--- config.mk ---
export PLATFORM = sky130hd
export DESIGN_NAME = key_event_decoder
export DESIGN_NICKNAME = d
export VERILOG_FILES = /design/src/rtl/key_event_decoder.sv
export SDC_FILE = /design/constraint.sdc
export NUM_CORES = 1
export LEC_CHECK = 0
export ABC_AREA = 1
export CORE_UTILIZATION = 55
export DETAILED_ROUTE_END_ITERATION = 6
export MAX_ROUTING_LAYER = met4
export PLACE_DENSITY = 0.74
export SETUP_SLACK_MARGIN = 0.5
export SYNTH_ARGS = -nofsm -noshare
export SYNTH_HDL_FRONTEND = slang
export SYNTH_SLANG_ARGS = --single-unit
--- constraint.sdc ---
create_clock -name clk -period 2.1 [get_ports clk]
set_input_delay 0.42 -clock clk [delete_from_list [all_inputs] [get_ports clk]]
set_output_delay 0.42 -clock clk [all_outputs]
set_load 0.02 [all_outputs]
--- src/rtl/key_event_decoder.sv ---
// -----------------------------------------------------------------------------
// key_event_decoder
//
// Turns one debounced key level into single-cycle UI events. A hold of the
// add key, for example, becomes press -> long -> repeat, repeat, ... -> release.
//
// Configuration macro:
//   KEY_REPEAT_EN  defined   : the LONG state emits repeat_pulse every
//                              REPEAT_TIME cycles.
//                  undefined : repeat_pulse is tied low and LONG only waits
//                              for the release.
//
// Ports:
//   clk            system clock
//   rst            asynchronous active-high reset
//   key_in         debounced key level, synchronous to clk
//   press_pulse    one cycle on each accepted press
//   short_pulse    one cycle on a release before LONG_TIME
//   long_pulse     one cycle when the hold reaches LONG_TIME
//   repeat_pulse   one cycle every REPEAT_TIME while in the long-press state
//   release_pulse  one cycle on every release of an accepted press
//   key_held       high while a press is being tracked (PRESS or LONG)
//
// Latency from a key_in change to its pulse is 3 clock edges:
// sample (s0), delay (s1 plus the registered edge flags), output register.
// -----------------------------------------------------------------------------
`default_nettype none

module key_event_decoder #(
  parameter int   LONG_TIME   = 50_000_000,
  parameter int   REPEAT_TIME = 10_000_000,
  parameter int   CNT_W       = 26,
  parameter logic ACTIVE_LOW  = 1'b1
) (
  input  logic clk,
  input  logic rst,
  input  logic key_in,
  output logic press_pulse,
  output logic short_pulse,
  output logic long_pulse,
  output logic repeat_pulse,
  output logic release_pulse,
  output logic key_held
);

  // Illegal configurations are rejected at elaboration.
  if (LONG_TIME < 2 || REPEAT_TIME < 2) begin : g_bad_time
    $error("key_event_decoder: LONG_TIME and REPEAT_TIME must both be >= 2");
  end
  if ((64'd1 << CNT_W) <= 64'(LONG_TIME) || (64'd1 << CNT_W) <= 64'(REPEAT_TIME)) begin : g_bad_width
    $error("key_event_decoder: CNT_W too small for LONG_TIME/REPEAT_TIME");
  end

  localparam logic [CNT_W-1:0] LONG_LAST = CNT_W'(LONG_TIME - 1);

  typedef enum logic [1:0] {
    ST_IDLE  = 2'd0,
    ST_PRESS = 2'd1,
    ST_LONG  = 2'd2
  } state_t;

  // k = 1 means pressed regardless of the key polarity.
  logic k;
  assign k = key_in ^ ACTIVE_LOW;

  // Stage 0/1: sample and delay. Resetting both to "pressed" means a key held
  // through reset never looks like a new press; it has to be released first.
  logic s0;
  logic s1;
  logic rise_p2;
  logic fall_p2;

  always_ff @(posedge clk or posedge rst) begin
    if (rst) begin
      s0      <= 1'b1;
      s1      <= 1'b1;
      rise_p2 <= 1'b0;
      fall_p2 <= 1'b0;
    end else begin
      s0      <= k;
      s1      <= s0;
      rise_p2 <= s0 & ~s1;
      fall_p2 <= ~s0 & s1;
    end
  end

  // Stage 2: event FSM with registered outputs.
  state_t           state;
  state_t           state_d;
  logic [CNT_W-1:0] cnt;
  logic [CNT_W-1:0] cnt_d;
  logic             press_d;
  logic             short_d;
  logic             long_d;
  logic             release_d;

`ifdef KEY_REPEAT_EN
  localparam logic [CNT_W-1:0] REPEAT_LAST = CNT_W'(REPEAT_TIME - 1);
  logic repeat_q;
  logic repeat_d;
  assign repeat_pulse = repeat_q;
`else
  assign repeat_pulse = 1'b0;
`endif

  always_comb begin
    state_d   = state;
    cnt_d     = cnt;
    press_d   = 1'b0;
    short_d   = 1'b0;
    long_d    = 1'b0;
    release_d = 1'b0;
`ifdef KEY_REPEAT_EN
    repeat_d  = 1'b0;
`endif
    case (state)
      ST_IDLE: begin
        cnt_d = '0;
        if (rise_p2) begin
          state_d = ST_PRESS;
          press_d = 1'b1;
        end
      end
      ST_PRESS: begin
        // A release arriving on the threshold cycle counts as a short click.
        if (fall_p2) begin
          short_d   = 1'b1;
          release_d = 1'b1;
          state_d   = ST_IDLE;
          cnt_d     = '0;
        end else if (cnt == LONG_LAST) begin
          long_d  = 1'b1;
          cnt_d   = '0;
          state_d = ST_LONG;
        end else begin
          cnt_d = cnt + 1'b1;
        end
      end
      ST_LONG: begin
        // A release on the repeat threshold suppresses that repeat.
        if (fall_p2) begin
          release_d = 1'b1;
          state_d   = ST_IDLE;
          cnt_d     = '0;
        end else begin
`ifdef KEY_REPEAT_EN
          if (cnt == REPEAT_LAST) begin
            repeat_d = 1'b1;
            cnt_d    = '0;
          end else begin
            cnt_d = cnt + 1'b1;
          end
`else
          cnt_d = '0;
`endif
        end
      end
      default: begin
        state_d = ST_IDLE;
        cnt_d   = '0;
      end
    endcase
  end

  always_ff @(posedge clk or posedge rst) begin
    if (rst) begin
      state         <= ST_IDLE;
      cnt           <= '0;
      press_pulse   <= 1'b0;
      short_pulse   <= 1'b0;
      long_pulse    <= 1'b0;
      release_pulse <= 1'b0;
      key_held      <= 1'b0;
`ifdef KEY_REPEAT_EN
      repeat_q      <= 1'b0;
`endif
    end else begin
      state         <= state_d;
      cnt           <= cnt_d;
      press_pulse   <= press_d;
      short_pulse   <= short_d;
      long_pulse    <= long_d;
      release_pulse <= release_d;
      key_held      <= (state_d != ST_IDLE);
`ifdef KEY_REPEAT_EN
      repeat_q      <= repeat_d;
`endif
    end
  end

endmodule

`default_nettype wire
## Word-level counts from Yosys, hierarchy flattened

Index checks and enable logic that the tools add are counted.

- Multiplexer cells: 16
- Bitwise operators: 5
- Reductions and logical operators: 3
- Equality and inequality tests: 3
- Add/subtract/negate cells: 1

Operators with widths:

| cell | number |
|---|---|
| $mux 26 | 3 |
| $add 26x1->26 const B | 1 |
| $eq 26x26->1 const B | 1 |
| $mux 1 | 8 |
| $mux 2 | 4 |
| $pmux 2 s3 | 1 |
| $not 1->1 | 3 |
| $and 1x1->1 | 2 |
| $eq 2x1->1 const B | 1 |
| $eq 2x2->1 const B | 1 |
| $logic_not 2->1 | 1 |
| $reduce_bool 2->1 | 1 |
| $reduce_or 2->1 | 1 |

- Bits of input ports: 3
- Word-level logic and storage cells: 39
- Output and inout port bits: 6
- Register bits after elaboration: 37

## Longest topological paths before layout

Gate-level depths: netlist of the first run.

- Word-level depth: 5
- Mapped depth: 12
- Depth with buffers taken out: 12

## Least setup slack after synthesis of the first run

Ideal clock, no wire load.

- Path type: register to register
- From: register cnt[0]
- To: register cnt[17]
- Buffers on the path: 1
- Data arrival time: 1.413 ns
- Library setup time: 0.086 ns
- Cell stages (with the launch flop): 10
- Clock period less this slack: 1.499 ns
- Data required time: 2.014 ns
- Slack: 0.601 ns
- Cells stage by stage: dfrtp_1 > ha_1 > nand3_1 > inv_1 > nand2_1 > nor2_1 > nand2_1 > nand2_1 > buf_4 > nor3_1

- Cells in the longest elaborated chain, start to end: 4
- Elaborated cells on any way between the ends: 5
- Those cells by class: add/sub (1); eq/ne (1); mux (3)

RTL lines:

| element | RTL line | source |
|---|---|---|
| start, declared | 90 | `logic [CNT_W-1:0] cnt;` |
| start signal, assigned | 179 | `cnt <= cnt_d;` |
| $add 26x1->26 / $eq 26x26->1 (equally long branches) | 136, 131 |  |
| $mux 26 (*) | 131 | `end else if (cnt == LONG_LAST) begin` |
| $mux 26 (*) | 126 | `if (fall_p2) begin` |
| $mux 26 (*) | n/a |  |
| named net cnt_d[17] | 91 | `logic [CNT_W-1:0] cnt_d;` |

Mark *: on every way through the listed nets, which the timed path passes. The rest lies on a longest branch.

## Worst setup path after layout of the first run

- From: register cnt[1]
- To: register cnt[24]

Same word-level chain as after synthesis.

==> results of run 1 <==
[stage by stage]
step           instance area (um^2)  setup slack [ns]  total power, mW
4_1_cts                        2150             0.513             1.67
3_5_place_dp                   2050             0.406             1.14
5_1_grt                        2240             0.463             1.78
3_3_place_gp                   2050             0.476             1.13
6_report                       2240             0.579             1.68
2_1_floorplan                  1930             0.601             1.04
[cell usage after synthesis (all sizes together)]
cell type / number
nand2: 54
nor2: 51
inv: 41
dfrtp: 35
nand3: 15
a21oi: 10
nor3: 9
o21ai: 8
ha: 5
buf: 2
dfstp: 2
nor4: 2
xnor2: 2
xor2: 2
a211oi: 1
a31oi: 1
conb: 1
nand4: 1
nor3b: 1
o21a: 1
o221ai: 1
or2: 1
[cells by family after synthesis]
group,Yosys count,share of synthesized area (%)
xor gates and xnor gates,4,1.82
adders and majority gates,5,3.25
DFF,37,48.2
AOI/OAI and AO/OA,22,6.24
and+or+nand+nor,134,31.5
buffers and inverters,43,8.77
other,1,0.195
[layout by cell type, fill, tap and decap left out, drive strengths merged]
| cell type | netlist | final |
|---|---|---|
| nand2 | 54 | 54 |
| dfrtp | 35 | 35 |
| o221ai | 1 | 1 |
| xor2 | 2 | 2 |
| dlygate4sd2 | 0 | 5 |
| nor2 | 51 | 51 |
| a31oi | 1 | 1 |
| clkbuf | 0 | 6 |
| xnor2 | 2 | 2 |
| ha | 5 | 5 |
| nor3b | 1 | 1 |
| nor4 | 2 | 2 |
| dfstp | 2 | 2 |
| nor3 | 9 | 9 |
| bufinv | 0 | 1 |
| clkdlybuf4s50 | 0 | 2 |
| a21oi | 10 | 10 |
| nand4 | 1 | 1 |
| or2 | 1 | 1 |
| nand3 | 15 | 15 |
| o21ai | 8 | 8 |
| o21a | 1 | 1 |
| clkinvlp | 0 | 1 |
| inv | 41 | 41 |
| a211oi | 1 | 1 |
| buf | 2 | 6 |
| conb | 1 | 1 |
[report_power, final]
group	switching (mW)	internal, mW	total, mW	leakage (nW)
Sequential	0.0329	0.762	0.795	0.498
Clock	0.242	0.283	0.525	0.0445
Combinational	0.231	0.129	0.360	0.507
Total	0.506	1.17	1.68	1.05
[critical path, cell delays in order (launching register included)]
cell	delay (ns)
dfrtp_1	0.37
ha_2	0.19
nand3_2	0.13
nor2_4	0.18
inv_2	0.07
nor2_4	0.11
nand2_2	0.10
nor2_4	0.12
nand3_1	0.08
nand2_1	0.06
nor2_1	0.04
[area by class of cell]
cell class	instances	area, um^2
inverter	41	156
clock inverter	2	37.5
clock buffer	6	51.3
sequential	37	931
timing repair buffer	13	109
fill	278	1100
tap	46	57.6
multi-input combinational	166	898
[per-layer routing]
metal | wire [um] | up-vias | part of all wire (%) | global-route usage (%)
li1 | - | 800 | - | -
met1 | 1660 | 712 | 47 | 30.9
met2 | 1680 | 39 | 47 | 34.3
met3 | 165 | 6 | 4.6 | 5.88
met4 | 59 | 0 | 1.7 | 10.4
met5 | 0 | - | 0 | -
[sequential cells by signal (all words and copies together), names as in the netlist]
| signal | flops |
|---|---|
| cnt | 26 |
| short_pulse | 1 |
| long_pulse | 1 |
| s1 | 1 |
| rise_p2 | 1 |
| press_pulse | 1 |
| fall_p2 | 1 |
| state | 2 |
| key_held | 1 |
| s0 | 1 |
| release_pulse | 1 |
[final timing paths]
kind | start | endpoint | slack [ns] | cells past startpoint
min | s0 | s1 | 0.37 | 0
max in group asynchronous | rst | s0 | 1.27 | 3
min reg2reg | s0 | s1 | 0.37 | 0
max | cnt[1] | cnt[24] | 0.58 | 10
min in group asynchronous | rst | short_pulse | 0.46 | 3
max reg2reg | cnt[1] | cnt[24] | 0.58 | 10
[what timing repair did]
item | 4_1_cts | 5_1_grt
resized for setup | 8 | 22
setup endpoints to repair | 25 | 25
pin swaps | 0 | 3
setup buffers | 1 | 3
==> reports/metrics.cfg, run 1 <==
[grt]
grt_overflow_total=0
antenna_found_initial=0
grt_pass1_vias=1408
grt_util_all_layers_pct=23.5
grt_max_degree=38
grt_pass1_wl_um=6070

[power]
pwr_density_cell_nw_per_um2=749
p_leak_nw=1.05
ir_worst_vdd_v=0.000419

[sta]
hold_ws_ns=0.367
post-route-period-util_pct=72.5
hold_viol=0
drv_slew=0
grt_setup_unrepaired=true
fin_tns_setup_ns=0
max_freq_ghz=0.657
finClkSkew_ns=0.0156
min_period_ns=1.52
setup_viol=0

[clock_network]
htree_levels=2
path_clk_slew_ns=0.12
tritoncts=built
ctsRootBufferMaster=clkbuf_4
numCtsBuffers=5
clock_latency_ns=0.35
hold_buffers=0
cts.path.max_buffers=2
cts.sinks=37

[detailed_routing]
wl_per_cell_um=11.5
dr.pass1.iters=4
drc=0
wirelength_um=3570
dr_total_vias=1557
ant_nets=0
vias_per_cell=5.01
dr.first_iter.drc_count=80

[placement]
dp_cells=299
dp_hpwl_um=2560
globalplace.congestion=0.914
port-buffer-count=7

[worst_setup_path]
critPathCaptureType=register
path_max_fanout=4
crit_arrival_ns=1.78
critPathLaunchType=register
required_ns=2.36
critPathKind=register to register

[yosys]
synth_top_area_cell=dfrtp_1
synth.top_cells.by_area=dfrtp_1 (45%), nand2_1 (9.9%), nor2_1 (8.2%), inv_1 (7.6%), nand3_1 (3.6%)
ys_ff_latch=37
netlist_area_um2=1930
ys_types=27
yosysSeqAreaShare_pct=48.2
syn_nets=254
syn_inst=246
ys_warn_count=0
avgSynthCellArea_um2=7.83
synth.top_cell.area_share_pct=45.5

[final_layout]
fin_cells=311
utilization_pct=67.2
drive_above_1_share_pct=18.9
syn_to_final_growth_pct=16.4
nNetsFinal=272
diodes=0

[floorplan]
core-area_um2=3340
start_util_pct=57.7
die_width_um=61.2
die_h_um=61.2
io_pins=9
placementRows=21
dieArea_um2=3740

[outcome]
outcome=completed

[job]
drv_cap=0

[min_path]
hp-class=register to register

Power figures use the tool's default switching activity.
==> run 2: changes to the inputs <==
--- a/config.mk
+++ b/config.mk
@@ -6,7 +6,7 @@
 export NUM_CORES = 1
 export LEC_CHECK = 0
 export ABC_AREA = 1
-export CORE_UTILIZATION = 55
+export CORE_UTILIZATION = 53
 export DETAILED_ROUTE_END_ITERATION = 6
 export MAX_ROUTING_LAYER = met4
 export PLACE_DENSITY = 0.74
==> constraint.sdc (replaced) <==
create_clock -name clk -period 1.25 [get_ports clk]
set_input_delay 0.25 -clock clk [delete_from_list [all_inputs] [get_ports clk]]
set_output_delay 0.25 -clock clk [all_outputs]
set_load 0.02 [all_outputs]
==> run 2 against run 1 <==
Against the previous run:
- the flow now finishes with violations (setup timing)
- cell count rose by 21%
- fmax fell by 8.7%
- largest cell class is now multi-input gates
- utilization rose by 17 points
- largest power group unchanged
- register-to-register slack got worse by 0.99 ns
- critical endpoint is now cnt[22]
==> reports/metrics.cfg, run 2 (same netlist as run 1, synthesis figures left out) <==
[detailed_routing]
vias_per_cell=5.20  ; was 5.01
dr.pass1.iters=5  ; was 4
dr.first_iter.drc_count=114  ; was 80
wirelength_um=5310  ; was 3570 um
ant_nets=0  ; unchanged
drc=0  ; unchanged
dr_total_vias=1949  ; was 1557
wl_per_cell_um=14.2  ; was 11.5 um

[worst_setup_path]
critPathKind=register to register  ; unchanged
path_max_fanout=6  ; was 4
ff2ff_setup_slack_ns=-0.42  ; was 0.58 ns
cp_cell_sequence=nand2_1 > nor3_1 > nand2_2 > nor2_4 > nand2_1 > inv_1 > nand3_1 > nand2_1 > nor2_1  ; was ha_2 > nand3_2 > nor2_4 > inv_2 > nor2_4 > nand2_2 > nor2_4 > nand3_1 > nand2_1 > nor2_1
cp_common_cell=nand2_1  ; was nor2_4
crit_arrival_ns=1.92  ; was 1.78 ns
required_ns=1.50  ; was 2.36 ns
critPathLaunchType=register  ; unchanged
critPathCaptureType=register  ; unchanged
slowest_delay_ns=0.46  ; was 0.37 ns
cp_slowest_cell=dfrtp_1  ; unchanged

[final_layout]
final_cell_mix=buf_4 (63), nand2_1 (42), nor2_1 (39)  ; was nand2_1 (45), inv_1 (38), nor2_1 (38)
syn_to_final_growth_pct=49.5  ; was 16.4%
final_common_cell=buf_4  ; was nand2_1
top_regs=cnt: 26 flops, state: 2 flops  ; unchanged
diodes=0  ; unchanged
drive_above_1_share_pct=42.2  ; was 18.9%
postLayoutCellArea_um2=2880  ; was 2240 um^2
largest_reg_flops=26  ; unchanged
regMostFlops=cnt  ; unchanged
seq_area_um2=931  ; unchanged
nNetsFinal=337  ; was 272
utilization_pct=84.3  ; was 67.2%
fill_cells=178  ; was 278
multi_input_area_um2=1030  ; was 898 um^2

[sta]
hold_ws_ns=0.178  ; was 0.367 ns
setup_viol=27  ; was 0
hold_viol=0  ; unchanged
grt_setup_unrepaired=true  ; unchanged
max_freq_ghz=0.600  ; was 0.657 GHz
setup_slack_ns=-0.416  ; was 0.579 ns
finClkSkew_ns=0.0171  ; was 0.0156 ns
min_period_ns=1.67  ; was 1.52 ns
post-route-period-util_pct=133  ; was 72.5%
drv_slew=0  ; unchanged

[power]
pwr_density_cell_nw_per_um2=1060  ; was 749 nW/um^2
p_leak_nw=1.37  ; was 1.05 nW
power_mw=3.06  ; was 1.68 mW
ir_worst_vdd_v=0.000889  ; was 0.000419 V

[job]
drv_cap=0  ; unchanged

[clock_network]
path_clk_slew_ns=0.12  ; about the same
numCtsBuffers=5  ; unchanged
cts.path.max_buffers=2  ; unchanged
clock_latency_ns=0.36  ; was 0.35 ns
cts.sinks=37  ; unchanged
ctsRootBufferMaster=clkbuf_4  ; unchanged
htree_levels=2  ; unchanged
tritoncts=built  ; unchanged

[placement]
dp_hpwl_um=3150  ; was 2560 um
placed_cell_area_um2=2570  ; was 2050 um^2
port-buffer-count=7  ; unchanged
place_ws_ns=-0.299  ; was 0.406 ns
globalplace.congestion=0.861  ; was 0.914

[grt]
grt_pass1_wl_um=7820  ; was 6070 um
grt_pass1_vias=1742  ; was 1408
grt_overflow_total=0  ; unchanged
antenna_found_initial=0  ; unchanged
grt_util_all_layers_pct=26.7  ; was 23.5%
grt_max_degree=23  ; was 38

[floorplan]
dieArea_um2=3880  ; was 3740 um^2
io_pins=9  ; unchanged
die_h_um=62.3  ; was 61.2 um
start_util_pct=56.4  ; was 57.7%
die_width_um=62.3  ; was 61.2 um
core-area_um2=3420  ; was 3340 um^2
placementRows=21  ; unchanged

[outcome]
outcome=finished, violations left  ; was completed
violations=setup timing

[min_path]
hp-class=input pin to asynchronous set/reset pin  ; was register to register

[run 2: worst max-delay path: cells and delay by family, from the launching register on]
family	cells	cell delay [ns]
flops	1	0.46
simple gates	8	1.00
buf+inv	1	0.10
[run 2: cell type report]
cell class,instances,share of cell area [%]
Clock buffer,7,1.91
Tap cell,46,2.00
Inverter,41,5.65
Timing Repair Buffer,77,22.1
Multi-Input combinational cell,166,35.7
Sequential cell,37,32.3
Timing Repair inverter,1,0.261
[run 2: routing by layer]
layer	vias to the layer above	track usage, %	wire length [um]
li1	924	-	-
met1	928	34.2	2270
met2	80	43.0	2580
met3	17	4.96	300
met4	0	8.72	151
met5	-	-	0
[run 2: stage by stage]
stage               TNS, ns  std cells
floorplan             -1.91        246
global route          -9.52        375
CTS                   -6.27        368
global placement      -4.75        353
detailed placement    -6.10        353
finish                -7.95        375
[run 2: worst paths after layout]
path,from,end,cells after the start
worst min-delay path,rst,press_pulse,2
max in group asynchronous,rst,cnt[2],3
worst max-delay path,cnt[7],cnt[22],9
worst min register to register,s0,s1,0
min in group clk,key_in,s0,2
worst max register to register,cnt[7],cnt[22],9
[run 2: power breakdown]
group / internal, mW / switching [mW] / leakage (nW)
sequential: 1.28 / 0.0849 / 0.499
combinational: 0.468 / 0.556 / 0.844
clock: 0.266 / 0.402 / 0.0314
total: 2.02 / 1.04 / 1.37
[run 2: timing repair]
action	CTS	global route
pin swaps	6	12
endpoints found under the setup margin	38	39
gates cloned	1	0
hold buffers	0	0
setup buffers	7	7
gates resized for setup	42	31
